===== config.mk =====
export PLATFORM = sky130hd
export DESIGN_NAME = wand_hit_detector
export DESIGN_NICKNAME = d
export VERILOG_FILES = /design/src/rtl/wand_hit_detector.sv
export SDC_FILE = /design/constraint.sdc
export NUM_CORES = 1
export LEC_CHECK = 0
export BUFFER_PORTS_ARGS = -buffer_cell sky130_fd_sc_hd__buf_4
export CAP_MARGIN = 40
export CELL_PAD_IN_SITES_DETAIL_PLACEMENT = 1
export CELL_PAD_IN_SITES_GLOBAL_PLACEMENT = 2
export CORE_MARGIN = 8
export CORE_UTILIZATION = 45
export CTS_BUF_LIST = sky130_fd_sc_hd__clkbuf_2
export CTS_CLUSTER_DIAMETER = 120
export DETAILED_ROUTE_END_ITERATION = 8
export GPL_ROUTABILITY_DRIVEN = 0
export PLACE_DENSITY_LB_ADDON = 0.1
export SETUP_SLACK_MARGIN = 0.02
export SYNTH_ARGS = -nofsm -noshare
export SYNTH_HDL_FRONTEND = slang
export SYNTH_SLANG_ARGS = --single-unit

===== constraint.sdc =====
create_clock -name clock -period 6.6 [get_ports clock]
set_clock_uncertainty 0.1 [all_clocks]
set_input_delay 0.33 -clock clock [delete_from_list [all_inputs] [get_ports clock]]
set_output_delay 0.33 -clock clock [all_outputs]
set_load 0.005 [all_outputs]

===== src/rtl/wand_hit_detector.sv =====
// IR wand hit detector: per-sensor sync, whole-vector debounce, edge pick and hit/cooldown FSM.
// Optional hit counter is built only when WAND_HIT_COUNT_EN is defined.
module wand_hit_detector #(
  parameter int DEBOUNCE_CYCLES = 16,
  parameter int COOLDOWN_CYCLES = 50000
) (
  input  logic        clock,
  input  logic        resetn,
  input  logic [15:0] ir_in,
  input  logic        enable,
  input  logic        count_clr,
  output logic        hit,
  output logic [3:0]  hit_index,
  output logic        busy,
  output logic [15:0] hit_count
);

  localparam int NUM_LANES = 16;
  localparam int DB_W      = 8;
  localparam int CD_W      = 20;

  typedef enum logic [1:0] {S_IDLE, S_HIT, S_COOLDOWN} state_t;

  logic [NUM_LANES-1:0] w_sync;
  logic [NUM_LANES-1:0] r_sync_prev;
  logic [NUM_LANES-1:0] r_deb;
  logic [NUM_LANES-1:0] r_deb_prev;
  logic [NUM_LANES-1:0] w_rise;
  logic [DB_W-1:0]      r_db_cnt;
  logic                 w_stable;
  logic                 w_load;
  logic                 w_any;
  logic [3:0]           w_idx;

  state_t               r_state, w_state_nxt;
  logic [CD_W-1:0]      r_cd_cnt, w_cd_nxt;
  logic                 w_capture;
  logic [3:0]           r_hit_index;

  // Per-lane two-flop synchroniser and rising-edge detect on the debounced bit.
  for (genvar g = 0; g < NUM_LANES; g++) begin : g_lane
    logic r_meta, r_sync;
    always_ff @(posedge clock or negedge resetn) begin
      if (!resetn) begin
        r_meta <= 1'b0;
        r_sync <= 1'b0;
      end else begin
        r_meta <= ir_in[g];
        r_sync <= r_meta;
      end
    end
    assign w_sync[g] = r_sync;
    assign w_rise[g] = r_deb[g] & ~r_deb_prev[g];
  end

  assign w_stable = (w_sync == r_sync_prev);
  // Requiring stability on the load cycle stops a one-cycle change from slipping in.
  assign w_load   = w_stable && (r_db_cnt == DB_W'(DEBOUNCE_CYCLES - 1));

  always_ff @(posedge clock or negedge resetn) begin
    if (!resetn) begin
      r_sync_prev <= '0;
      r_db_cnt    <= '0;
      r_deb       <= '0;
      r_deb_prev  <= '0;
    end else begin
      r_sync_prev <= w_sync;
      if (!w_stable)
        r_db_cnt <= '0;
      else if (r_db_cnt != DB_W'(DEBOUNCE_CYCLES))
        r_db_cnt <= r_db_cnt + DB_W'(1);
      if (w_load)
        r_deb <= w_sync;
      r_deb_prev <= r_deb;
    end
  end

  // Lowest-numbered rising edge wins; the rest are dropped.
  always_comb begin
    w_any = 1'b0;
    w_idx = '0;
    for (int i = NUM_LANES - 1; i >= 0; i--) begin
      if (w_rise[i]) begin
        w_any = 1'b1;
        w_idx = 4'(i);
      end
    end
  end

  always_ff @(posedge clock or negedge resetn) begin
    if (!resetn) begin
      r_state     <= S_IDLE;
      r_cd_cnt    <= '0;
      r_hit_index <= '0;
    end else begin
      r_state  <= w_state_nxt;
      r_cd_cnt <= w_cd_nxt;
      if (w_capture)
        r_hit_index <= w_idx;
    end
  end

  always_comb begin
    w_state_nxt = r_state;
    w_cd_nxt    = r_cd_cnt;
    w_capture   = 1'b0;
    case (r_state)
      S_IDLE: begin
        if (w_any) begin
          w_state_nxt = S_HIT;
          w_capture   = 1'b1;
        end
      end
      S_HIT: begin
        w_state_nxt = S_COOLDOWN;
        w_cd_nxt    = '0;
      end
      S_COOLDOWN: begin
        if (r_cd_cnt == CD_W'(COOLDOWN_CYCLES - 1)) begin
          w_state_nxt = S_IDLE;
          w_cd_nxt    = '0;
        end else begin
          w_cd_nxt = r_cd_cnt + CD_W'(1);
        end
      end
      default: w_state_nxt = S_IDLE;
    endcase
    // Game inactive: drop back to idle; a pulse already in flight has been seen.
    if (!enable) begin
      w_state_nxt = S_IDLE;
      w_cd_nxt    = '0;
      w_capture   = 1'b0;
    end
  end

  assign hit       = (r_state == S_HIT);
  assign busy      = (r_state != S_IDLE);
  assign hit_index = r_hit_index;

`ifdef WAND_HIT_COUNT_EN
  logic [15:0] r_hit_count;
  always_ff @(posedge clock or negedge resetn) begin
    if (!resetn)
      r_hit_count <= '0;
    else if (count_clr)
      r_hit_count <= '0;
    else if (hit && (r_hit_count != 16'hFFFF))
      r_hit_count <= r_hit_count + 16'd1;
  end
  assign hit_count = r_hit_count;
`else
  logic w_unused_count_clr;
  assign w_unused_count_clr = count_clr;
  assign hit_count          = '0;
`endif

endmodule


## Yosys cells after proc, flatten, opt, wreduce, memory -nomap -nowiden

Cells that the tools add are included.

- $add $sub $neg: 2
- Eq/ne operators: 10
- Muxes and demuxes: 44
- Bitwise gates (word level): 32
- Reduce and logical (&&, ||, !) cells: 4

Operators with widths:

| cell | number |
|---|---|
| 4-bit two-way mux | 16 |
| 20-bit two-way mux | 2 |
| 20-bit one-hot mux with 2 select lines | 1 |
| 20-bit by 1-bit adder with 20-bit output, second input constant | 1 |
| 20-bit by 16-bit == test with 1-bit output, second input constant | 1 |
| 1-bit two-way mux | 19 |
| 1-bit bitwise AND | 16 |
| 16-bit == test | 1 |
| 8-bit two-way mux | 2 |
| 1-bit inverter | 16 |
| 8-bit by 1-bit adder with 8-bit output, second input constant | 1 |
| 8-bit by 4-bit == test with 1-bit output, second input constant | 1 |
| 8-bit by 5-bit != test with 1-bit output, second input constant | 1 |
| 2-bit two-way mux | 3 |
| 3-bit != test, second input constant | 2 |
| 2-bit one-hot mux with 3 select lines | 1 |
| 3-bit by 1-bit != test with 1-bit output, second input constant | 1 |
| 2-bit by 1-bit == test with 1-bit output, second input constant | 1 |
| 2-bit == test, second input constant | 1 |
| 2-bit zero test | 1 |
| 2-bit by 1-bit != test with 1-bit output, second input constant | 1 |
| 2-bit AND reduction | 1 |
| 2-bit nonzero test | 1 |
| 1-bit logical AND | 1 |

- Register bits: 114
- Output and inout port bits: 22

## Depth between registers and ports, before layout

- Depth after elaboration: 21
- Depth in mapped cells: 8
- Gate-level depth less buffers: 7

## Worst setup path after synthesis

OpenSTA, ideal clock, no wires.

- Path type: reg-to-reg
- From: reg g_lane[10].r_sync
- To: reg r_deb[0]
- Setup time: 125 ps
- Data arrival time: 2099 ps
- Slack: 4276 ps
- Stages on the path, launching flop included: 7
- Path buffers: 1
- Clock period less this slack: 2324 ps
- Cell sequence: dfrtp_1 xor2_1 nor4_1 nand4_2 nor4_4 buf_6 mux2_2

- Word-level cells in the longest chain between the ends: 2

Ends and longest elaborated chain:

| element | line | source |
|---|---|---|
| from (decl) | 42 | `logic r_meta, r_sync;` |
| from (signal assigned) | 49 | `r_sync <= r_meta;` |
| 16-bit == test | 56 | `assign w_stable = (w_sync == r_sync_prev);` |
| 1-bit logical AND | 58 | `assign w_load = w_stable && (r_db_cnt == DB_W'(DEBOUNCE_CYCLES - 1));` |
| to (signal assigned) | 73 | `r_deb <= w_sync;` |
| to (decl) | 26 | `logic [NUM_LANES-1:0] r_deb;` |

No other way between the ends.
A chain may end at the register's enable or synchronous reset.

## Final worst setup path

- From: reg g_lane[11].r_sync
- To: reg r_deb[8]

- Word-level cells in the longest chain between the ends: 2

Ends and longest elaborated chain:

| element | line |
|---|---|
| from (decl) | 42 |
| from (signal assigned) | 49 |
| 16-bit == test | 56 |
| 1-bit logical AND | 58 |

No other way between the ends.

==> impl_metrics.ini <==
[status]
status = finished clean

[power]
p_sw_uw = 307
p_seq_share_pct = 57.7
p_sw_share_pct = 24.5
powerDensity_nw_per_um2 = 237
ir_worst_vdd_v = 0.000145
pwr-share-clk_pct = 38.2
intPower_uw = 947
comb_power_share_pct = 4.0
cellLeakagePower_uw = 0.00248

[critical_path]
crit_family = simple AND/OR/NAND/NOR gates
path_class = reg -> reg
startpoint_type = flop
path_depth = 6
startpoint = g_lane[11].r_sync
critPathRequiredTime_ns = 7.04
setup.worst_path.end_class = flop
crit_arrival_ns = 3.32
worstPathMaxFanout = 12
cp_slowest_stage_delay_ns = 0.55
timing.rr.start = g_lane[11].r_sync
crit_buf_inv = 1
path_cells = xor2_1 > nor4_1 > nand4_2 > nor4_4 > buf_6 > mux2_2
critPathSlowestCell = nor4_4
rr_worst_depth = 6

[timing]
fmax_mhz = 347
fin_crit_ns = 2.88
tightest_slew_ns = 0.852
final.setup.tns_ns = 0
max-slew-margin-rel_pct = 42.6
drv_slew = 0
hold_ws_ns = 0.100
fin_ws_ns = 3.72
rsz0062_at_grt = false
timing.final.crit_share_pct = 43.6
setup_viol = 0
finalHoldViolCount = 0

[logic_synthesis]
ys.flop_type = dfrtp_1
synthArstFlopShare_pct = 100
avgSynthCellArea_um2 = 12.1
synthCells = 375
yosys_warnings = 0
ys_types = 47
synth-edff-count = 0
yosysSeqAreaShare_pct = 62.7
synth_seq_cells = 114
netlist_area_um2 = 4550

[detailed_routing]
wl_per_cell_um = 16.0
vias_per_cell = 5.14
via_count = 2968
drc_errors = 0
dr.pass1.iters = 4
drtIter0Drc = 152
ant_nets = 0
wl_mm = 9.24

[die]
die-area_um2 = 13600
start_util_pct = 46.4
coreArea_um2 = 9820
die_w_um = 117
num_rows = 36
io-pin-count = 42
die_y_um = 117

[cts]
cts_hold_buf = 18
cts.clk_slew.worst_paths_ns = 0.19
clk_path_buf_depth = 2
cts_root_buf = clkbuf_2
cts_sinks = 114
clk_latency_ns = 0.66
cts-buffers-inserted = 17
h-tree-depth = 4
cts-resized-gates = 0
cts_tree = built
post_cts_buffers = 0

[placement]
dp_hpwl_mm = 6.23
placed_area_um2 = 4860
pre_cts_ws_ns = 3.66
post-place-cells = 527
io_buffers = 24

[layout]
stdcell_count = 577
fin_area_um2 = 5290
final_common_cell = dfrtp_1
diodes = 0
num-fill-cells = 1074
layout-drive-gt1-share_pct = 18.5
layout_common_cells = 114 x dfrtp_1, 28 x nor2_1, 25 x buf_4
layout.nets = 454
areaGrowthSynthToFinish_pct = 16.2

[global_routing]
grt_pass1_wl_mm = 15.6
grt.total_usage_pct = 15.1
grt_pass1_vias = 3147
antenna_found_initial = 0
overflow = 0
grt_max_degree = 71

[worst_hold_path]
hp-class = in -> async

[run]
maxCapViolations = 0
-- through the flow --
| stage | total power, uW | utilization [%] |
|---|---|---|
| 6_report | 1250 | 53.9 |
| 4_1_cts | 1280 | 53.9 |
| 3_5_place_dp | 780 | 49.5 |
| 3_3_place_gp | 776 | 48.9 |
| 2_1_floorplan | 754 | - |
| 5_1_grt | 1310 | 53.9 |
-- cell usage after synthesis (all sizes together) (2+ instances only) --
master | n | area [um^2]
and3 | 4 | 25.0
a211o | 2 | 17.5
mux2 | 16 | 180
nand3 | 12 | 60.1
nand3b | 2 | 15.0
or4 | 3 | 22.5
inv | 6 | 22.5
ha | 3 | 37.5
a31oi | 11 | 68.8
xnor2 | 4 | 35.0
a41oi | 3 | 26.3
nand4 | 7 | 50.1
xor2 | 20 | 175
or3 | 3 | 18.8
and2 | 2 | 12.5
a21oi | 17 | 85.1
a21o | 3 | 22.5
and4 | 2 | 17.5
o21ai | 6 | 30.0
nor2b | 13 | 81.3
buf | 20 | 146
a211oi | 2 | 15.0
a22o | 4 | 35.0
dfrtp | 114 | 2850
nand2 | 22 | 82.6
nand2b | 15 | 93.8
nor4 | 10 | 83.8
clkbuf | 4 | 15.0
nor3 | 4 | 20.0
o211ai | 2 | 15.0
or2 | 2 | 12.5
nor2 | 28 | 105
-- final timing paths --
kind / endpoint / slack, ns
min in group clock: g_lane[15].r_meta / 0.20
worst max-delay path: r_deb[8] / 3.72
worst min register to register: g_lane[6].r_sync / 0.26
worst max register to register: r_deb[8] / 3.72
worst min-delay path: r_deb[15] / 0.1
max in group asynchronous: g_lane[9].r_meta / 5.40
-- state kept, by name, summed over array words and instances (netlist names) --
register,flops
g_lane.r_meta,16
g_lane.r_sync,16
hit_index,4
r_cd_cnt,20
r_db_cnt,8
r_deb,16
r_deb_prev,16
r_state,2
r_sync_prev,16
-- power groups by stage --
stage / combinational [uW] / sequential [uW] / clock (uW)
floorplan: 19.7 / 735 / 0
global placement: 40.1 / 736 / 0
detailed placement: 42.9 / 738 / 0
CTS: 51.6 / 725 / 500
global route: 57.4 / 727 / 526
finish: 50.6 / 724 / 480
-- worst register-to-register path: cells and delay by family, from the launching register on --
| family | cells | cell delay, ns |
|---|---|---|
| buffers and inverters | 1 | 0.24 |
| AND/OR/NAND/NOR | 3 | 1.50 |
| XOR/XNOR | 1 | 0.15 |
| flip-flops | 1 | 0.43 |
| multiplexers | 1 | 0.36 |
-- metal layers --
layer | routed length [um] | track usage, % | vias to the layer above
met2 | 4550 | 24.2 | 52
met3 | 333 | 4.55 | 17
met4 | 185 | 7.76 | 0
li1 | - | - | 1400
met1 | 4180 | 18.2 | 1499
met5 | 0 | 0 | -
-- layout make-up --
class	instances	area, um^2	share of cell area [%]
Sequential cell	114	2850	53.9
Multi-Input combinational cell	246	1580	29.8
Timing Repair Buffer	46	422	7.97
Tap cell	133	166	3.14
Clock inverter	14	163	3.07
Clock buffer	18	90.1	1.70
Inverter	6	22.5	0.426
-- kinds of logic after synthesis --
| logic type | Yosys count | share of synthesized area, % |
|---|---|---|
| adder cells (fa/ha/maj) | 3 | 0.824 |
| AND/OR/NAND/NOR | 132 | 16.0 |
| XOR/XNOR | 24 | 4.62 |
| multiplexers | 16 | 3.96 |
| other | 1 | 0.0824 |
| AO/OA/AOI/OAI | 55 | 7.83 |
| flip-flops | 114 | 62.7 |
| buffers and inverters | 30 | 4.04 |
No activity file was read; power rests on OpenSTA's default activity.
